[src/rtl/reference_index_gen.sv]
// Read-address sweeper for the CAF reference buffer: emits num_passes passes of
// buffer_length indices on an AXI-Stream-style beat interface. Optional abort port: REF_INDEX_GEN_ABORT_EN.
module reference_index_gen #(
  parameter int buffer_length = 10,
  parameter int buffer_bits   = 4,
  parameter int pass_bits     = 8
) (
  input  logic                   clk,
  input  logic                   rst,
  input  logic                   start,
  input  logic [buffer_bits-1:0] start_index,
  input  logic [pass_bits-1:0]   num_passes,
  input  logic                   m_axis_tready,
`ifdef REF_INDEX_GEN_ABORT_EN
  input  logic                   abort,
`endif
  output logic                   m_axis_index_tvalid,
  output logic [buffer_bits-1:0] m_axis_index_tdata,
  output logic                   busy,
  output logic                   done
);

  localparam logic [buffer_bits-1:0] last_index = buffer_bits'(buffer_length - 1);

  typedef enum logic [1:0] {IDLE, RUN, DONE} state_t;

  state_t                 state_q, state_n;
  logic [buffer_bits-1:0] index_q, index_n;
  logic [buffer_bits-1:0] beat_q, beat_n;
  logic [pass_bits-1:0]   pass_q, pass_n;
  logic [buffer_bits-1:0] start_q, start_n;
  logic [pass_bits-1:0]   passes_q, passes_n;
  logic                   accept;

  // Outputs decode straight from the state register, so an async reset drops them immediately.
  assign m_axis_index_tvalid = (state_q == RUN);
  assign busy                = (state_q == RUN);
  assign done                = (state_q == DONE);
  assign m_axis_index_tdata  = index_q;
  assign accept              = m_axis_index_tvalid && m_axis_tready;

  always_comb begin
    // NOTE: every signal gets a hold-value default first so no path through this block infers a latch.
    state_n  = state_q;
    index_n  = index_q;
    beat_n   = beat_q;
    pass_n   = pass_q;
    start_n  = start_q;
    passes_n = passes_q;

    unique case (state_q)
      IDLE: begin
        if (start) begin
          // Out-of-range start positions collapse to index 0.
          start_n  = (int'(start_index) >= buffer_length) ? '0 : start_index;
          passes_n = num_passes;
          index_n  = start_n;
          beat_n   = '0;
          pass_n   = '0;
          state_n  = (num_passes != '0) ? RUN : DONE;
        end
      end
      RUN: begin
        if (accept) begin
          if (beat_q == last_index) begin
            beat_n  = '0;
            index_n = start_q;
            pass_n  = pass_q + 1'b1;
            if (pass_q == passes_q - 1'b1) state_n = DONE;
          end else begin
            beat_n  = beat_q + 1'b1;
            index_n = (index_q == last_index) ? '0 : index_q + 1'b1;
          end
        end
`ifdef REF_INDEX_GEN_ABORT_EN
        // A beat taken in the abort cycle has already updated the counters above.
        if (abort) state_n = DONE;
`endif
      end
      DONE:    state_n = IDLE;
      default: state_n = IDLE;
    endcase
  end

  // NOTE: sequential state uses non-blocking assignments so all registers update together at the edge.
  always_ff @(posedge clk or posedge rst) begin
    if (rst) begin
      state_q  <= IDLE;
      index_q  <= '0;
      beat_q   <= '0;
      pass_q   <= '0;
      start_q  <= '0;
      passes_q <= '0;
    end else begin
      state_q  <= state_n;
      index_q  <= index_n;
      beat_q   <= beat_n;
      pass_q   <= pass_n;
      start_q  <= start_n;
      passes_q <= passes_n;
    end
  end

endmodule
[config.mk]
export PLATFORM = sky130hd
export DESIGN_NAME = reference_index_gen
export DESIGN_NICKNAME = d
export VERILOG_FILES = /design/src/rtl/reference_index_gen.sv
export SDC_FILE = /design/constraint.sdc
export NUM_CORES = 1
export LEC_CHECK = 0
export BUFFER_PORTS_ARGS = -buffer_cell sky130_fd_sc_hd__buf_4
export CELL_PAD_IN_SITES_DETAIL_PLACEMENT = 1
export CELL_PAD_IN_SITES_GLOBAL_PLACEMENT = 1
export CORE_MARGIN = 2
export CORE_UTILIZATION = 38
export CTS_CLUSTER_DIAMETER = 50
export DETAILED_ROUTE_END_ITERATION = 6
export PLACE_DENSITY = 0.71
export REMOVE_ABC_BUFFERS = 1
export SLEW_MARGIN = 40
export SYNTH_ARGS = -nofsm -noshare
export SYNTH_HDL_FRONTEND = slang
export SYNTH_SLANG_ARGS = --single-unit
[constraint.sdc]
create_clock -name clk -period 1.9 [get_ports clk]
set_input_delay 0.285 -clock clk [delete_from_list [all_inputs] [get_ports clk]]
set_output_delay 0.285 -clock clk [all_outputs]
set_load 0.02 [all_outputs]
Word level (Yosys, flattened, before mapping)
Index checks and enable logic that the tools add are counted. W data, S select, Z words.

Bits in registers: 30. Bits of input ports: 16. Output and inout port bits: 7. Word-level logic and storage cells: 48.

Add/subtract/negate cells: 4. Order comparisons: 1. Eq/ne operators: 9. Muxes and demuxes: 20. Reductions and logical operators: 8.

Operators with widths (number): $mux W4 (8); $mux W8 (3); $pmux W4 S2 (2); $pmux W8 S2 (1); $mux W2 (5); $add A4 B1 Y4 const B (2); $add A8 B1 Y8 const B (1); $eq A4 B4 Y1 const B (2); $eq A8 B8 Y1 (1); $reduce_and A4 Y1 (2); $reduce_bool A8 Y1 (1); $sub A8 B1 Y8 const B (1); $ne A2 B1 Y1 const B (3); $ge A4 B4 Y1 const B (1); $pmux W2 S2 (1); $reduce_and A3 Y1 (1); $eq A2 B1 Y1 const B (1); $eq A2 B2 Y1 const B (1); $logic_not A2 Y1 (1); $ne A2 B2 Y1 const B (1); $reduce_and A2 Y1 (1); $reduce_bool A2 Y1 (1); $logic_and A1 B1 Y1 (1).

Depth between registers and ports, before layout
Word-level depth: 6. Gate-level depth with buffers: 8. Mapped depth without buffers: 7.

Worst setup path after synthesis
Ideal clock, no wire load.

Path kind: flip-flop to flip-flop. From: register passes_q[0]. To: register state_q[1]. Arrival: 1947 ps. Slack: -114 ps. Cell stages (with the launch flop): 9. Path buffers: 1. Cells stage by stage: dfrtp_1 > inv_1 > ha_1 > buf_2 > nor2b_1 > or3_1 > a31o_2 > a2111oi_2 > o31a_1.

Cells in the longest elaborated chain, start to end: 4.

Ends and longest elaborated chain: start, declared (RTL line 32) `logic [pass_bits-1:0] passes_q, passes_n;`; start signal, assigned (RTL line 100) `passes_q <= passes_n;`; $sub A8 B1 Y8 (RTL line 69) `if (pass_q == passes_q - 1'b1) state_n = DONE;`; $eq A8 B8 Y1 (RTL line 69); $ne A2 B1 Y1 (no line); $reduce_and A4 Y1 (no line); end signal, assigned (RTL line 95) `state_q <= state_n;`; end, declared (RTL line 27) `state_t state_q, state_n;`.

No other way between the ends. A chain may end at the register's enable or synchronous reset.

Final worst setup path
From: register passes_q[1]. To: register state_q[1].

The elaborated chain is that of the path after synthesis.

==> impl_metrics.csv <==
group,metric,value,unit
power_and_ir_drop,p_per_area,1540,nW/µm²
die,fp.dieH,72.5,µm
sta,min_period_over_period,100,%
outcome,status,"complete, but fails checks",
synth,synth.avg_cell_area,8.41,µm²
die,rows,24,
finish,layout.nets,269,
die,die_area,5260,µm²
critical_path,end_kind,"flip-flop",
grt,grt_use_met1,27.3,%
finish,instances_no_fill,301,
finish,post-route-util,50.4,%
outcome,failed_checks,"negative setup slack",
grt,grt-ovfl-total,0,
power_and_ir_drop,irDropWorstVdd,0.660,mV
clock_tree,cts.path.max_buffers,2,
clock_tree,clkTransAtPathRegs,0.07,ns
critical_path,crit_type,"flip-flop to flip-flop",
grt,antenna_found_initial,0,
placement,routabilityCongestion,0.861,
power_and_ir_drop,leakage,1.05,nW
min_path,hold_path.class,"input port to asynchronous set/reset pin",
grt,use_met2,42.7,%
critical_path,start_kind,"flip-flop",
sta,setup_viol,1,
synth,synth_flop_cell,"dfrtp_1",
finish,area_growth,25.5,%
placement,dp_hpwl,3850,µm
placement,portBuffers,22,
drt,routed_wl,5450,µm
sta,worst_slew_pin_slew,0.416,ns
sta,clock_skew,0.00771,ns
grt,grt_pass1_wl,9400,µm
finish,design_area,2240,µm²
drt,viasPerCell,5.66,
grt,busiest_layer,"met2",
drt,ant_nets,0,
grt,met3_usage,4.86,%
sta,slew_headroom,72.3,%
finish,mostFrequentLayoutCells,"nand2_1 (43), buf_4 (38), dfrtp_1 (29)",
critical_path,worstPathArrival,2.13,ns
clock_tree,htreeDepth,2,
sta,fin_crit,1.90,ns
finish,layout-drive-gt1-share,24.5,%
synth,synth-seq-area-share,42.1,%
drt,num_vias,1703,
die,pin_count,23,
sta,fin_ws,-0.00475,ns
drt,drt_iter0_markers,65,
die,initial_utilization,40.1,%
clock_tree,cts_tree,"done",
clock_tree,clock-sinks,30,
drt,drc,0,
sta,max_freq,525,MHz
clock_tree,cts_hold_buf,0,
clock_tree,clkLatencyLatePin,0.28,ns
sta,finalMaxSlewViolations,0,
synth,synthDistinctLibCells,43,
sta,finalSetupTns,-0.00475,ns
finish,n_antenna_cell,0,
finish,fill_cells,551,
synth,synth-seq-cells,30,
synth,synthesis.yosys.warnings,0,
grt,grtUsageTotal,23.4,%
synth,syn_inst,212,
sta,rsz0062_at_grt,"yes",
drt,dr.pass1.iters,4,
run,cap_viol_max_count,0,
critical_path,critical_path_peak_fanout,5,
finish,final_common_cell,"nand2_1",
placement,post-place-ws,-0.106,ns
clock_tree,cts-buffers-inserted,5,
die,core,4440,µm²
drt,wire_per_inst,18.1,µm
synth,synthesis.area,1780,µm²
grt,grt_max_degree,31,
grt,grt_pass1_vias,1961,
critical_path,required,2.12,ns
placement,place_inst,291,
sta,hold_viol,0,
synth,synth-async-reset-ratio,100,%
die,die_w,72.5,µm
placement,placed_area,2080,µm²
clock_tree,clockRootBuffer,"clkbuf_8",
synth,synth_edf_count,0,
-- timing repair --
action | in CTS | in global routing
setup endpoints to repair | 2 | 8
pin swaps | 4 | 4
resized for setup | 6 | 6
setup buffers | 3 | 0
-- path summary, 6_finish.rpt --
check,from,endpoint,slack (ns),cells after the start
worst max-delay path,passes_q[1]$_DFFE_PP0P_,state_q[1]$_DFFE_PP0P_,-0.005,8
worst min-delay path,rst,pass_q[4]$_DFFE_PP0P_,0.09,3
worst max register to register,passes_q[1]$_DFFE_PP0P_,state_q[1]$_DFFE_PP0P_,-0.005,8
worst min register to register,start_q[3]$_DFFE_PP0P_,start_q[3]$_DFFE_PP0P_,0.49,2
max in group asynchronous,rst,passes_q[5]$_DFFE_PP0P_,1.48,3
min in group clk,num_passes[5],passes_q[5]$_DFFE_PP0P_,0.20,3
-- state kept, by name, summed over array words and instances, names as in the netlist --
| register | count |
|---|---|
| pass_q | 8 |
| passes_q | 8 |
| beat_q | 4 |
| m_axis_index_tdata | 4 |
| start_q | 4 |
| state_q | 2 |
-- critical path: stages, from the launching register on --
cell and delay (ns):
dfrtp_1 0.36, inv_2 0.06, ha_4 0.18, buf_4 0.13
o21bai_1 0.17, a211oi_2 0.29, o21bai_2 0.15, a2111oi_4 0.32
o31a_1 0.18
-- per-layer routing --
layer | up-vias | share of wire, %
met5 | - | 0
met4 | 0 | 1.8
met3 | 12 | 2.3
met2 | 26 | 54
met1 | 853 | 42
li1 | 812 | -
-- cell families (layout without fill, tap and decap cells) --
family          after synthesis  count (layout)  synth area share, %
simple gates                 97              97                 26.2
xor+xnor                     14              14                 6.88
buf+inv                      17              54                 3.86
compound gates               49              49                 17.5
fa+ha+maj                     4               4                 2.81
mux                           1               1                0.561
flops                        30              30                 42.1
-- report_power, final --
group          switching [mW]  total [mW]  leakage (nW)  internal, mW
logic                   0.940        1.76         0.627         0.822
registers               0.315        1.19         0.380         0.873
clock network           0.247       0.493        0.0438         0.245
-- final cells by class --
cell class              instances  area, µm²  area share [%]
inverters                       9       33.8            1.51
well taps                      52       65.1            2.91
clock inverters                 2       10.0           0.447
multi-input cells             165       1020            45.7
clock buffers                   5       68.8            3.07
repair buffers                 38        285            12.7
flip-flops and latches         30        752            33.6
-- per-stage QoR --
| stage | hold WS [ns] | power (mW) |
|---|---|---|
| after global routing | 0.128 | 3.74 |
| after CTS | 0.0965 | 3.38 |
| after detailed placement | 0.407 | 2.74 |
| after global placement | 0.393 | 2.63 |
| final | 0.0902 | 3.44 |
| after floorplan | 0.376 | 2.13 |
-- synthesized netlist by cell type (all sizes together) (5+ instances only) --
master  instances  area, µm²
a21oi           7       35.0
nor2           17       63.8
dfrtp          30        751
nor3            6       30.0
inv             9       33.8
o21ai          23        115
nand4           5       31.3
xnor2           6       52.6
nand2          43        161
xor2            8       70.1
nand3           6       30.0
clkbuf          5       18.8
No activity file was read; power rests on OpenSTA's default activity.
